--- src/rtl/micro_waves_pkg.sv ---
// Shared types and constants for the microwave cook sequencer.
// State encoding is fixed because the display logic decodes it directly.
package micro_waves_pkg;

    typedef enum logic [1:0] {
        ST_IDLE  = 2'd0,
        ST_ENTRY = 2'd1,
        ST_COOK  = 2'd2,
        ST_PAUSE = 2'd3
    } state_t;

    localparam logic [3:0] BCD_ZERO = 4'd0;
    localparam logic [3:0] BCD_NINE = 4'd9;

    localparam int unsigned MIN_MAX_DEF      = 9;
    localparam int unsigned SEC_TENS_MAX_DEF = 5;

endpackage

--- src/rtl/mw_keypad_encoder.sv ---
// One-hot keypad to BCD digit encoder; valid only when exactly one key is held.
module mw_keypad_encoder
    import micro_waves_pkg::*;
(
    input  logic [9:0] keypad,
    output logic [3:0] digit,
    output logic       valid
);

    logic [3:0] count;

    always_comb begin
        digit = BCD_ZERO;
        count = 4'd0;
        for (int i = 0; i < 10; i++) begin
            if (keypad[i]) begin
                digit = 4'(i);
                count = count + 4'd1;
            end
        end
        valid = (count == 4'd1);
    end

endmodule

--- src/rtl/micro_waves_cook_sequencer.sv ---
// Microwave cook sequencer: keypad M:SS entry, idle/entry/cook/pause FSM and
// BCD countdown on an external 1 Hz enable.
module micro_waves_cook_sequencer
    import micro_waves_pkg::*;
#(
    parameter int unsigned MIN_MAX      = MIN_MAX_DEF,
    parameter int unsigned SEC_TENS_MAX = SEC_TENS_MAX_DEF
) (
    input  logic       clk,
    input  logic       resetn,
    input  logic       tick_1hz,
    input  logic [9:0] keypad,
    input  logic       startn,
    input  logic       stopn,
    input  logic       clearn,
    input  logic       door_closed,
    output logic [3:0] min_bcd,
    output logic [3:0] sec_tens_bcd,
    output logic [3:0] sec_ones_bcd,
    output logic       mag_on,
    output logic       done,
    output logic [1:0] state
);

    localparam logic [3:0] MIN_MAX_BCD      = 4'(MIN_MAX);
    localparam logic [3:0] SEC_TENS_MAX_BCD = 4'(SEC_TENS_MAX);

    state_t     state_q, state_d;
    logic [3:0] min_q, min_d, tens_q, tens_d, ones_q, ones_d;
    logic       mag_on_q, mag_on_d, done_q, done_d;
    logic       startn_q, stopn_q, clearn_q, key_any_q;

    logic [3:0] key_digit;
    logic       key_valid;

    mw_keypad_encoder u_keypad_encoder (
        .keypad (keypad),
        .digit  (key_digit),
        .valid  (key_valid)
    );

    logic start_ev, stop_ev, clear_ev, key_ev, key_accept;

    assign start_ev = startn_q & ~startn;
    assign stop_ev  = stopn_q & ~stopn;
    assign clear_ev = clearn_q & ~clearn;
    assign key_ev   = key_valid & ~key_any_q;
    // The shift would push sec_ones into sec_tens and sec_tens into minutes.
    assign key_accept = key_ev && (ones_q <= SEC_TENS_MAX_BCD) && (tens_q <= MIN_MAX_BCD);

    logic       time_zero, dec_zero;
    logic [3:0] dec_min, dec_tens, dec_ones;

    assign time_zero = (min_q == BCD_ZERO) && (tens_q == BCD_ZERO) && (ones_q == BCD_ZERO);

    always_comb begin
        dec_min  = min_q;
        dec_tens = tens_q;
        dec_ones = ones_q - 4'd1;
        if (ones_q == BCD_ZERO) begin
            dec_ones = BCD_NINE;
            if (tens_q == BCD_ZERO) begin
                dec_tens = SEC_TENS_MAX_BCD;
                dec_min  = (min_q == BCD_ZERO) ? BCD_ZERO : min_q - 4'd1;
            end else begin
                dec_tens = tens_q - 4'd1;
            end
        end
    end

    assign dec_zero = (dec_min == BCD_ZERO) && (dec_tens == BCD_ZERO) && (dec_ones == BCD_ZERO);

    always_comb begin
        state_d = state_q;
        min_d   = min_q;
        tens_d  = tens_q;
        ones_d  = ones_q;
        done_d  = 1'b0;
        unique case (state_q)
            ST_IDLE: begin
                if (clear_ev) begin
                    {min_d, tens_d, ones_d} = '0;
                end else if (key_accept) begin
                    {min_d, tens_d, ones_d} = {tens_q, ones_q, key_digit};
                    state_d = ST_ENTRY;
                end
            end
            ST_ENTRY: begin
                if (clear_ev || stop_ev) begin
                    {min_d, tens_d, ones_d} = '0;
                    state_d = ST_IDLE;
                end else if (start_ev) begin
                    if (!time_zero && door_closed) state_d = ST_COOK;
                end else if (key_accept) begin
                    {min_d, tens_d, ones_d} = {tens_q, ones_q, key_digit};
                end
            end
            ST_COOK: begin
                if (!door_closed) begin
                    state_d = ST_PAUSE;
                end else if (clear_ev) begin
                    {min_d, tens_d, ones_d} = '0;
                    state_d = ST_IDLE;
                end else if (stop_ev) begin
                    state_d = ST_PAUSE;
                end else if (tick_1hz && !time_zero) begin
                    {min_d, tens_d, ones_d} = {dec_min, dec_tens, dec_ones};
                    if (dec_zero) begin
                        done_d  = 1'b1;
                        state_d = ST_IDLE;
                    end
                end
            end
            ST_PAUSE: begin
                if (clear_ev || stop_ev) begin
                    {min_d, tens_d, ones_d} = '0;
                    state_d = ST_IDLE;
                end else if (start_ev && door_closed) begin
                    state_d = ST_COOK;
                end
            end
            default: state_d = ST_IDLE;
        endcase
        mag_on_d = (state_d == ST_COOK) && door_closed;
    end

    always_ff @(posedge clk or negedge resetn) begin
        if (!resetn) begin
            state_q   <= ST_IDLE;
            min_q     <= BCD_ZERO;
            tens_q    <= BCD_ZERO;
            ones_q    <= BCD_ZERO;
            mag_on_q  <= 1'b0;
            done_q    <= 1'b0;
            startn_q  <= 1'b1;
            stopn_q   <= 1'b1;
            clearn_q  <= 1'b1;
            key_any_q <= 1'b0;
        end else begin
            state_q   <= state_d;
            min_q     <= min_d;
            tens_q    <= tens_d;
            ones_q    <= ones_d;
            mag_on_q  <= mag_on_d;
            done_q    <= done_d;
            startn_q  <= startn;
            stopn_q   <= stopn;
            clearn_q  <= clearn;
            key_any_q <= (keypad != 10'd0);
        end
    end

    assign min_bcd      = min_q;
    assign sec_tens_bcd = tens_q;
    assign sec_ones_bcd = ones_q;
    assign mag_on       = mag_on_q;
    assign done         = done_q;
    assign state        = state_q;

endmodule

--- config.mk ---
export PLATFORM = sky130hd
export DESIGN_NAME = micro_waves_cook_sequencer
export DESIGN_NICKNAME = d
export VERILOG_FILES = /design/src/rtl/micro_waves_pkg.sv /design/src/rtl/mw_keypad_encoder.sv /design/src/rtl/micro_waves_cook_sequencer.sv
export SDC_FILE = /design/constraint.sdc
export NUM_CORES = 1
export LEC_CHECK = 0
export CORE_UTILIZATION = 40
export DETAILED_ROUTE_END_ITERATION = 6
export PLACE_DENSITY = 0.62
export SYNTH_ARGS = -nofsm -noshare
export SYNTH_HDL_FRONTEND = slang
export SYNTH_HIERARCHICAL = 1
export SYNTH_SLANG_ARGS = --single-unit
export TNS_END_PERCENT = 50
--- constraint.sdc ---
create_clock -name clk -period 5.5 [get_ports clk]
set_input_delay 1.1 -clock clk [delete_from_list [all_inputs] [get_ports clk]]
set_output_delay 1.1 -clock clk [all_outputs]
set_load 0.02 [all_outputs]
### Yosys cells after proc, flatten, opt, wreduce, memory -nomap -nowiden

Cells that the tools add are included.

* bits in registers: 20
* output and inout bits: 16

* add/sub/neg operators: 12
* order comparisons: 2
* eq/ne operators: 10
* muxes and demuxes: 72
* bitwise operators: 8
* reduce and logical (&&, ||, !) cells: 21

Operators with widths (count)
* 4-bit 2-to-1 mux: 42
* 4-bit one-hot mux with 4 select lines: 3
* 4-bit by 1-bit adder with 4-bit output, second input constant: 8
* 2-bit 2-to-1 mux: 14
* 4-bit logical NOT: 6
* 3-bit 2-to-1 mux: 4
* 4-bit by 1-bit subtractor with 4-bit output, second input constant: 3
* 1-bit logical AND: 10
* 10-bit nonzero test: 1
* 3-bit != test, second input constant: 3
* 1-bit 2-to-1 mux: 8
* 2-bit one-hot mux with 4 select lines: 1
* 2-bit == test, second input constant: 3
* 5-bit AND reduction: 1
* 1-bit AND: 4
* 4-bit by 1-bit == test with 1-bit output, second input constant: 1
* 4-bit by 3-bit <= comparator with 1-bit output, second input constant: 1
* 4-bit <= comparator, second input constant: 1
* 2-bit != test, second input constant: 2
* 1-bit NOT: 4
* 1-bit by 1-bit adder with 2-bit output, second input constant: 1
* 2-bit by 1-bit == test with 1-bit output, second input constant: 1
* 2-bit logical NOT: 1
* 1-bit logical NOT: 1
* 1-bit logical OR: 1

### Longest topological paths before layout

Gate-level depths: netlist (run 1).

* depth in word-level cells: 28
* mapped depth: 32
* depth with buffers taken out: 32

### Modules after synthesis

The synthesis (run 1) kept the hierarchy.

Modules (own cells, without submodules)
* micro_waves_cook_sequencer: times used 1, cells each 133, area an instance 1261.2 um^2, sequential area each 504.2 um^2
* mw_keypad_encoder: times used 1, cells each 99, area an instance 750.7 um^2, sequential area each 0.0 um^2

### Worst setup path after synthesis (run 1)

Ideal clock, no wire load.

* path kind: input -> register
* start point: in keypad[0]
* end point: reg min_q[1], in the netlist min_bcd[1]
* setup time: 126 ps
* data arrival time: 6949 ps
* data required time: 5374 ps
* slack: -1575 ps
* stages on the path: 32
* buffers on the path: 0
* cells stage by stage: inv_1 -> ha_1 -> xnor2_2 -> inv_1 -> ha_1 -> nand2_1 -> o31ai_1 -> ha_1 -> mux2_2 -> ha_1 -> nor2b_1 -> a21oi_1 -> or2_2 -> ha_1 -> nand2b_1 -> o31ai_1 -> inv_1 -> ha_1 -> nand2_1 -> o21ai_0 -> ha_1 -> mux2_2 -> ha_1 -> xnor2_1 -> xnor2_1 -> a2bb2oi_1 -> o32ai_2 -> and3b_1 -> nand4b_1 -> o21a_1 -> nand3b_2 -> a221o_1

* longest elaborated chain between the ends: 27

RTL lines
* start, declared: line micro_waves_cook_sequencer.sv:12 `input logic [9:0] keypad,`
* 1-bit 2-to-1 mux *: line mw_keypad_encoder.sv:16 `if (keypad[i]) begin`
* 1-bit by 1-bit adder with 2-bit output: line mw_keypad_encoder.sv:18 `count = count + 4'd1;`
* 4-bit 2-to-1 mux *: line mw_keypad_encoder.sv:16
* 4-bit by 1-bit adder with 4-bit output: line mw_keypad_encoder.sv:18
* 4-bit 2-to-1 mux *: line mw_keypad_encoder.sv:16
* 4-bit by 1-bit adder with 4-bit output: line mw_keypad_encoder.sv:18
* 4-bit 2-to-1 mux *: line mw_keypad_encoder.sv:16
* 4-bit by 1-bit adder with 4-bit output: line mw_keypad_encoder.sv:18
* (+10 left out)
* 4-bit 2-to-1 mux *: line mw_keypad_encoder.sv:16
* 4-bit by 1-bit == test with 1-bit output *: line mw_keypad_encoder.sv:21 `valid = (count == 4'd1);`
* via key_valid: line micro_waves_cook_sequencer.sv:34 `logic key_valid;`
* 1-bit AND *: line micro_waves_cook_sequencer.sv:47 `assign key_ev = key_valid & ~key_any_q;`
* 1-bit logical AND * (2 in a row): line micro_waves_cook_sequencer.sv:49 `assign key_accept = key_ev && (ones_q <= SEC_TENS_MAX_BCD) && (tens_q <= MIN_MAX_BCD);`
* 4-bit 2-to-1 mux *
* 4-bit 2-to-1 mux (2 in a row)
* 4-bit one-hot mux with 4 select lines *
* end signal, assigned: line micro_waves_cook_sequencer.sv:141 `min_q <= min_d;`
* end, declared: line micro_waves_cook_sequencer.sv:29 `logic [3:0] min_q, min_d, tens_q, tens_d, ones_q, ones_d;`

Mark *: on every way through the listed nets, which the timed path passes. The rest lies on a longest branch. The select of a mux whose other input is x is not followed.
A chain may end at the register's enable or synchronous reset.

### Worst setup path after layout (run 1)

* start point: in keypad[1]
* end point: reg min_q[1], in the netlist min_bcd[1]

* longest elaborated chain between the ends: 25

RTL lines (line)
* 4-bit 2-to-1 mux *: mw_keypad_encoder.sv:16
* 4-bit by 1-bit adder with 4-bit output: mw_keypad_encoder.sv:18
* 4-bit 2-to-1 mux *: mw_keypad_encoder.sv:16
* 4-bit by 1-bit adder with 4-bit output: mw_keypad_encoder.sv:18
* 4-bit 2-to-1 mux *: mw_keypad_encoder.sv:16
* 4-bit by 1-bit adder with 4-bit output: mw_keypad_encoder.sv:18
* 4-bit 2-to-1 mux *: mw_keypad_encoder.sv:16
* 4-bit by 1-bit adder with 4-bit output: mw_keypad_encoder.sv:18
* (+8 left out)
* 4-bit 2-to-1 mux *: mw_keypad_encoder.sv:16
* 4-bit by 1-bit == test with 1-bit output *: mw_keypad_encoder.sv:21
* via key_valid: micro_waves_cook_sequencer.sv:34
* 1-bit AND *: micro_waves_cook_sequencer.sv:47
* 1-bit logical AND * (2 in a row): micro_waves_cook_sequencer.sv:49
* 4-bit 2-to-1 mux *
* 4-bit 2-to-1 mux (2 in a row)
* 4-bit one-hot mux with 4 select lines *

Marks and branches as above.

==> results of run 1 <==
-- report_power, final --
| group | internal (uW) | switching (uW) | leakage (uW) |
|---|---|---|---|
| clock | 51.6 | 48.9 | 0.0000228 |
| combinational | 262 | 200 | 0.000973 |
| sequential | 153 | 9.02 | 0.000263 |
| total | 466 | 258 | 0.00126 |
-- worst max-delay path, delay by kind of cell --
| family | cells | cell delay (ps) |
|---|---|---|
| compound gates | 8 | 1090 |
| mux | 2 | 560 |
| buf+inv | 4 | 250 |
| fa+ha+maj | 8 | 2000 |
| xor+xnor | 3 | 350 |
| simple gates | 8 | 1160 |
-- synthesized netlist by cell type (2+ instances only) --
library cell	n	area [um^2]
o2bb2ai_1	8	70.1
nor4_2	2	25.0
nor3_1	5	25.0
dfstp_2	3	78.8
a22o_1	2	17.5
nand3_1	8	40.0
xnor2_1	15	131
and3b_1	2	17.5
o21ai_0	7	35.0
mux2_2	2	22.5
nand2_1	18	67.6
nor4_1	3	18.8
a21oi_1	11	55.1
and3_1	2	12.5
o31a_1	2	17.5
nand4b_1	2	17.5
a221o_1	2	20.0
a22oi_1	6	45.0
o21bai_1	2	15.0
mux2_1	3	33.8
nand4_1	4	25.0
o31ai_1	4	30.0
nor2_1	25	93.8
dfrtp_1	17	425
buf_2	6	30.0
a211oi_2	2	25.0
inv_1	9	33.8
nand2b_1	5	31.3
or2_2	4	25.0
clkbuf_1	4	15.0
xor2_1	4	35.0
nor2b_1	5	31.3
ha_1	9	113
-- worst paths after layout --
path,from,to,slack (ps)
max,keypad[1],min_bcd[1],-870
min,min_bcd[3],min_bcd[3],610
max reg2reg,state[0],min_bcd[1],3350
min reg2reg,min_bcd[3],min_bcd[3],610
max in group asynchronous,resetn,min_bcd[0],3580
min in group asynchronous,resetn,sec_tens_bcd[2],1350
-- per-stage QoR --
stage / setup WS (ps) / util / power [uW]
final: -866 / 0.616 / 724
after global routing: -1140 / 0.616 / 778
after CTS: -932 / 0.605 / 713
after detailed placement: -1900 / 0.572 / 574
after global placement: -1820 / 0.572 / 561
after floorplan: -1020 / - / 451
-- final cells by class --
class | count | area (um^2)
Fill cell | 431 | 1840
Multi-Input combinational cell | 192 | 1640
Timing Repair Buffer | 71 | 631
Sequential cell | 20 | 504
Tap cell | 67 | 83.8
Inverter | 9 | 46.3
Clock buffer | 4 | 45.0
-- kinds of logic (layout without fill, tap and decap cells) --
logic type      Yosys count  after routing  synth area share
compound gates           55             55             0.213
xor+xnor                 23             23             0.127
fa+ha+maj                 9              9            0.0560
buf+inv                  20             84            0.0429
flops                    20             20             0.251
mux                       5              5            0.0280
simple gates            100            100             0.282
-- placed cells by master (no fill, tap or decap), drive strengths merged, types with 3 or more instances in the layout --
cell	instances
nor4	5
clkdlybuf4s50	29
o2bb2ai	8
a21oi	11
o21ai	8
nor3	6
nand2b	6
dfrtp	17
clkbuf	5
mux2	5
xor2	4
a22oi	6
buf	41
nand3	9
nor2	26
xnor2	17
o31ai	4
dfstp	3
inv	9
nand2	18
or2	5
nand4	4
nor2b	5
ha	9
-- state kept, by name (all words and copies together) (netlist names) --
register      count
min_bcd           4
sec_ones_bcd      4
sec_tens_bcd      4
state             2
clearn_q          1
done              1
key_any_q         1
mag_on            1
startn_q          1
stopn_q           1
-- timing repair --
action,CTS,global route
pin swaps,20,9
hold buffers,0,0
gates resized for setup,31,10
buffers inserted,6,2
setup endpoints to repair,14,14
-- per-layer routing --
| layer | GRT usage | up-vias |
|---|---|---|
| met4 | 0.0370 | 0 |
| li1 | - | 977 |
| met1 | 0.300 | 897 |
| met3 | 0.0359 | 2 |
| met5 | 0 | - |
| met2 | 0.316 | 38 |
==> impl_metrics.ini, run 1 <==
[worst_setup_path]
critPathMaxStageDelay_ps = 340
end_kind = flip-flop
crit_top_cell = ha_4
cp_max_fo = 6
rr_worst_depth = 5
cp.required_ps = 5650
cpMaxStageDelayCell = a221o_1
crit_arrival_ps = 6520
crit_type = primary input to flip-flop
critPathLaunchType = primary input

[logic_synthesis]
synth_flop_cell = dfrtp_1
synth-edff-count = 0
syn_area_um2 = 2010
avgSynthCellArea_um2 = 8.67
ys_seq_elements = 20
yosysUniqueCellTypes = 62
syn_nets = 258
async_flop_share = 1.00
yosysSeqAreaShare = 0.251
synthCells = 232
synth_warnings = 6

[floorplan]
die_area_um2 = 5320
die_h_um = 72.9
initial_core_util = 0.420
num_io_pins = 33
core_area_um2 = 4790
die_x_um = 72.9
rows = 25

[drt]
route.met2.wl_um = 2290
met3_length_um = 156
via_per_inst = 5.27
drt_iter0_markers = 126
remaining_drc_errors = 0
wl_um = 5090
wl_per_cell_um = 14.0
dr.max_layer_used = met4
wl_met1_um = 2630
ant_nets = 0
drt-pass1-iter-count = 4
vias = 1914

[sta]
finClkSkew_ps = 8.33
slew_violations = 0
hold_ws_ps = 606
post-route-min-period_ps = 6370
rsz0062_at_grt = true
setup_viol = 14
fin_ws_ps = -866
fmax_mhz = 157
worst_pin_slew_ps = 919
slew_headroom = 0.385
final-hold-violation-count = 0
tns_ps = -11030
fin_crit_sh = 1.16

[cts]
clk_path_buf_depth = 2
cts_sinks = 20
cts_root_buffer = clkbuf_8
cts_tree = built
htreeDepth = 1
cts_inserted_buffers = 3
insertion_delay_ps = 260
clkSlewWorstSetupHoldPaths_ps = 80

[placed_design]
placed_cell_area_um2 = 2740
routabilityCongestion = 0.784
dpl.hpwl_um = 3950
placed_cells = 352
numPortBuffers = 32

[power_and_ir_drop]
leakage_uw = 0.00126
power.density_nw_per_um2 = 246
peakVddDrop_mv = 0.203

[global_route]
grt.overflow.total = 0
grt_first_pass_wirelength_um = 8500
grt_max_degree = 21
grt.total_usage = 0.204
grt_pass1_vias = 1828
antenna_found_initial = 0

[finish]
fin_area_um2 = 2950
fin_nets = 323
area_growth_pct = 46.5
instances_no_fill = 363
n_antenna_cell = 0
drive_gt1_frac = 0.331

[run_status]
status = finished with violations
failed_checks = setup timing

[job]
drv_cap = 0

[min_path]
min_delay_path_depth = 1
hold_class = flip-flop to flip-flop
Note: power is estimated with default switching activity, not from simulation.
==> run 2, diff against run 1 <==
--- a/config.mk
+++ b/config.mk
@@ -8,6 +8,7 @@
 export CORE_UTILIZATION = 40
 export DETAILED_ROUTE_END_ITERATION = 6
 export PLACE_DENSITY = 0.62
+export SKIP_LAST_GASP = 1
 export SYNTH_ARGS = -nofsm -noshare
 export SYNTH_HDL_FRONTEND = slang
 export SYNTH_HIERARCHICAL = 1
==> run 2 against run 1 <==
The flow still finishes with violations (setup timing). Sequential cell count did not move. Critical path depth unchanged. Critical endpoint unchanged. Non-clock buffer count did not move. First-iteration DRC count increased by 16%. Highest routed layer unchanged. Setup slack got worse by 1.1 ps. Final area fell by 0.85%. Global-route usage is essentially flat. Cell count unchanged. Largest power group unchanged. Clock skew is 0.73 ps higher. Power shrank 0.47%. Wire length decreased by 0.29%. Maximum frequency about the same. Largest cell class unchanged.
==> impl_metrics.ini, run 2 (synthesis results as in run 1) <==
[run_status]
status = finished with violations
failed_checks = setup timing

[power_and_ir_drop]
power.density_nw_per_um2 = 247
leakage_uw = 0.00126
peakVddDrop_mv = 0.202

[drt]
ant_nets = 0
wl_per_cell_um = 14.0
vias = 1898
wl_um = 5070
remaining_drc_errors = 0
drt-pass1-iter-count = 4
drt_iter0_markers = 146
via_per_inst = 5.23

[sta]
slew_headroom = 0.381
finClkSkew_ps = 9.06
fin_ws_ps = -867
fmax_mhz = 157
setup_viol = 14
post-route-min-period_ps = 6370
worst_pin_slew_ps = 926
final-hold-violation-count = 0
slew_violations = 0
hold_ws_ps = 613
rsz0062_at_grt = true
fin_crit_sh = 1.16

[finish]
fill_cells = 431
drive_gt1_frac = 0.321
instances_no_fill = 363
fin_area_um2 = 2920
n_antenna_cell = 0
area_growth_pct = 45.3
final_common_cell = buf_4
mostFrequentLayoutCells = buf_4, clkdlybuf4s50_1, nor2_1, nand2_1, dfrtp_1
fin_nets = 323

[placed_design]
placed_cells = 352
dpl.hpwl_um = 3950
numPortBuffers = 32
dp_worst_setup_slack_ps = -1900
placed_cell_area_um2 = 2740
routabilityCongestion = 0.784

[worst_setup_path]
critPathMaxStageDelay_ps = 340
crit_arrival_ps = 6520
crit_buf_inv = 4
end_kind = flip-flop
cpMaxStageDelayCell = a221o_1
cp_max_fo = 6
crit_family = adder cells
cp.required_ps = 5650
critPathLaunchType = primary input
crit_top_cell = ha_4
crit_type = primary input to flip-flop

[floorplan]
initial_core_util = 0.420
num_io_pins = 33
die_x_um = 72.9
core_area_um2 = 4790
die_area_um2 = 5320
die_h_um = 72.9
rows = 25

[global_route]
antenna_found_initial = 0
grt_max_degree = 21
grt_pass1_vias = 1822
grt.overflow.total = 0
grt_first_pass_wirelength_um = 8490
grt.total_usage = 0.204

[cts]
insertion_delay_ps = 260
cts_root_buffer = clkbuf_8
clkSlewWorstSetupHoldPaths_ps = 80
htreeDepth = 1
cts_sinks = 20
cts_inserted_buffers = 3
cts_tree = built
clk_path_buf_depth = 2

[min_path]
hold_class = flip-flop to flip-flop

[job]
drv_cap = 0
run 2: worst register-to-register path, delay by kind of cell (launching register included):
family / cells / cell delay [ps]
simple gates: 3 / 1040
compound gates: 2 / 520
flops: 1 / 440
run 2: cell type report:
cell class	count	area (um^2)	area share
Multi-Input combinational cell	192	1620	0.553
Timing Repair Buffer	71	627	0.214
Sequential cell	20	504	0.173
Tap cell	67	83.8	0.0287
Inverter	9	46.3	0.0158
Clock buffer	4	45.0	0.0154
run 2: path summary, 6_finish.rpt:
check,end,from,cells past startpoint,slack (ps)
min in group asynchronous,sec_tens_bcd[2],resetn,1,1350
min reg2reg,min_bcd[3],min_bcd[3],1,610
min,min_bcd[3],min_bcd[3],1,610
max reg2reg,min_bcd[1],state[0],5,3400
max,min_bcd[1],keypad[1],33,-870
max in group asynchronous,min_bcd[0],resetn,1,3580
run 2: per-layer routing:
| layer | up-vias | track usage | part of all wire |
|---|---|---|---|
| li1 | 975 | - | - |
| met1 | 881 | 0.299 | 0.52 |
| met2 | 40 | 0.316 | 0.45 |
| met3 | 2 | 0.0359 | 0.032 |
| met4 | 0 | 0.0370 | 0.0014 |
| met5 | - | 0 | 0 |
run 2: repair_timing:
action                                  CTS  global route
resized for setup                        29             6
hold buffers                              0             0
buffers inserted                          6             2
endpoints found under the setup margin   14            14
gates cloned                              0             0
pin swaps                                16            10
run 2: through the flow:
stage | utilization | total power (uW) | setup TNS [ps]
global route | 0.611 | 773 | -15280
finish | 0.611 | 721 | -11250
floorplan | - | 451 | -12170
CTS | 0.604 | 712 | -11910
detailed placement | 0.572 | 574 | -25340
global placement | 0.572 | 561 | -24020
run 2: report_power, final:
| part | leakage (uW) | internal (uW) | switching, uW |
|---|---|---|---|
| sequential | 0.000263 | 153 | 7.05 |
| clock | 0.0000228 | 51.6 | 48.9 |
| combinational | 0.000969 | 260 | 200 |
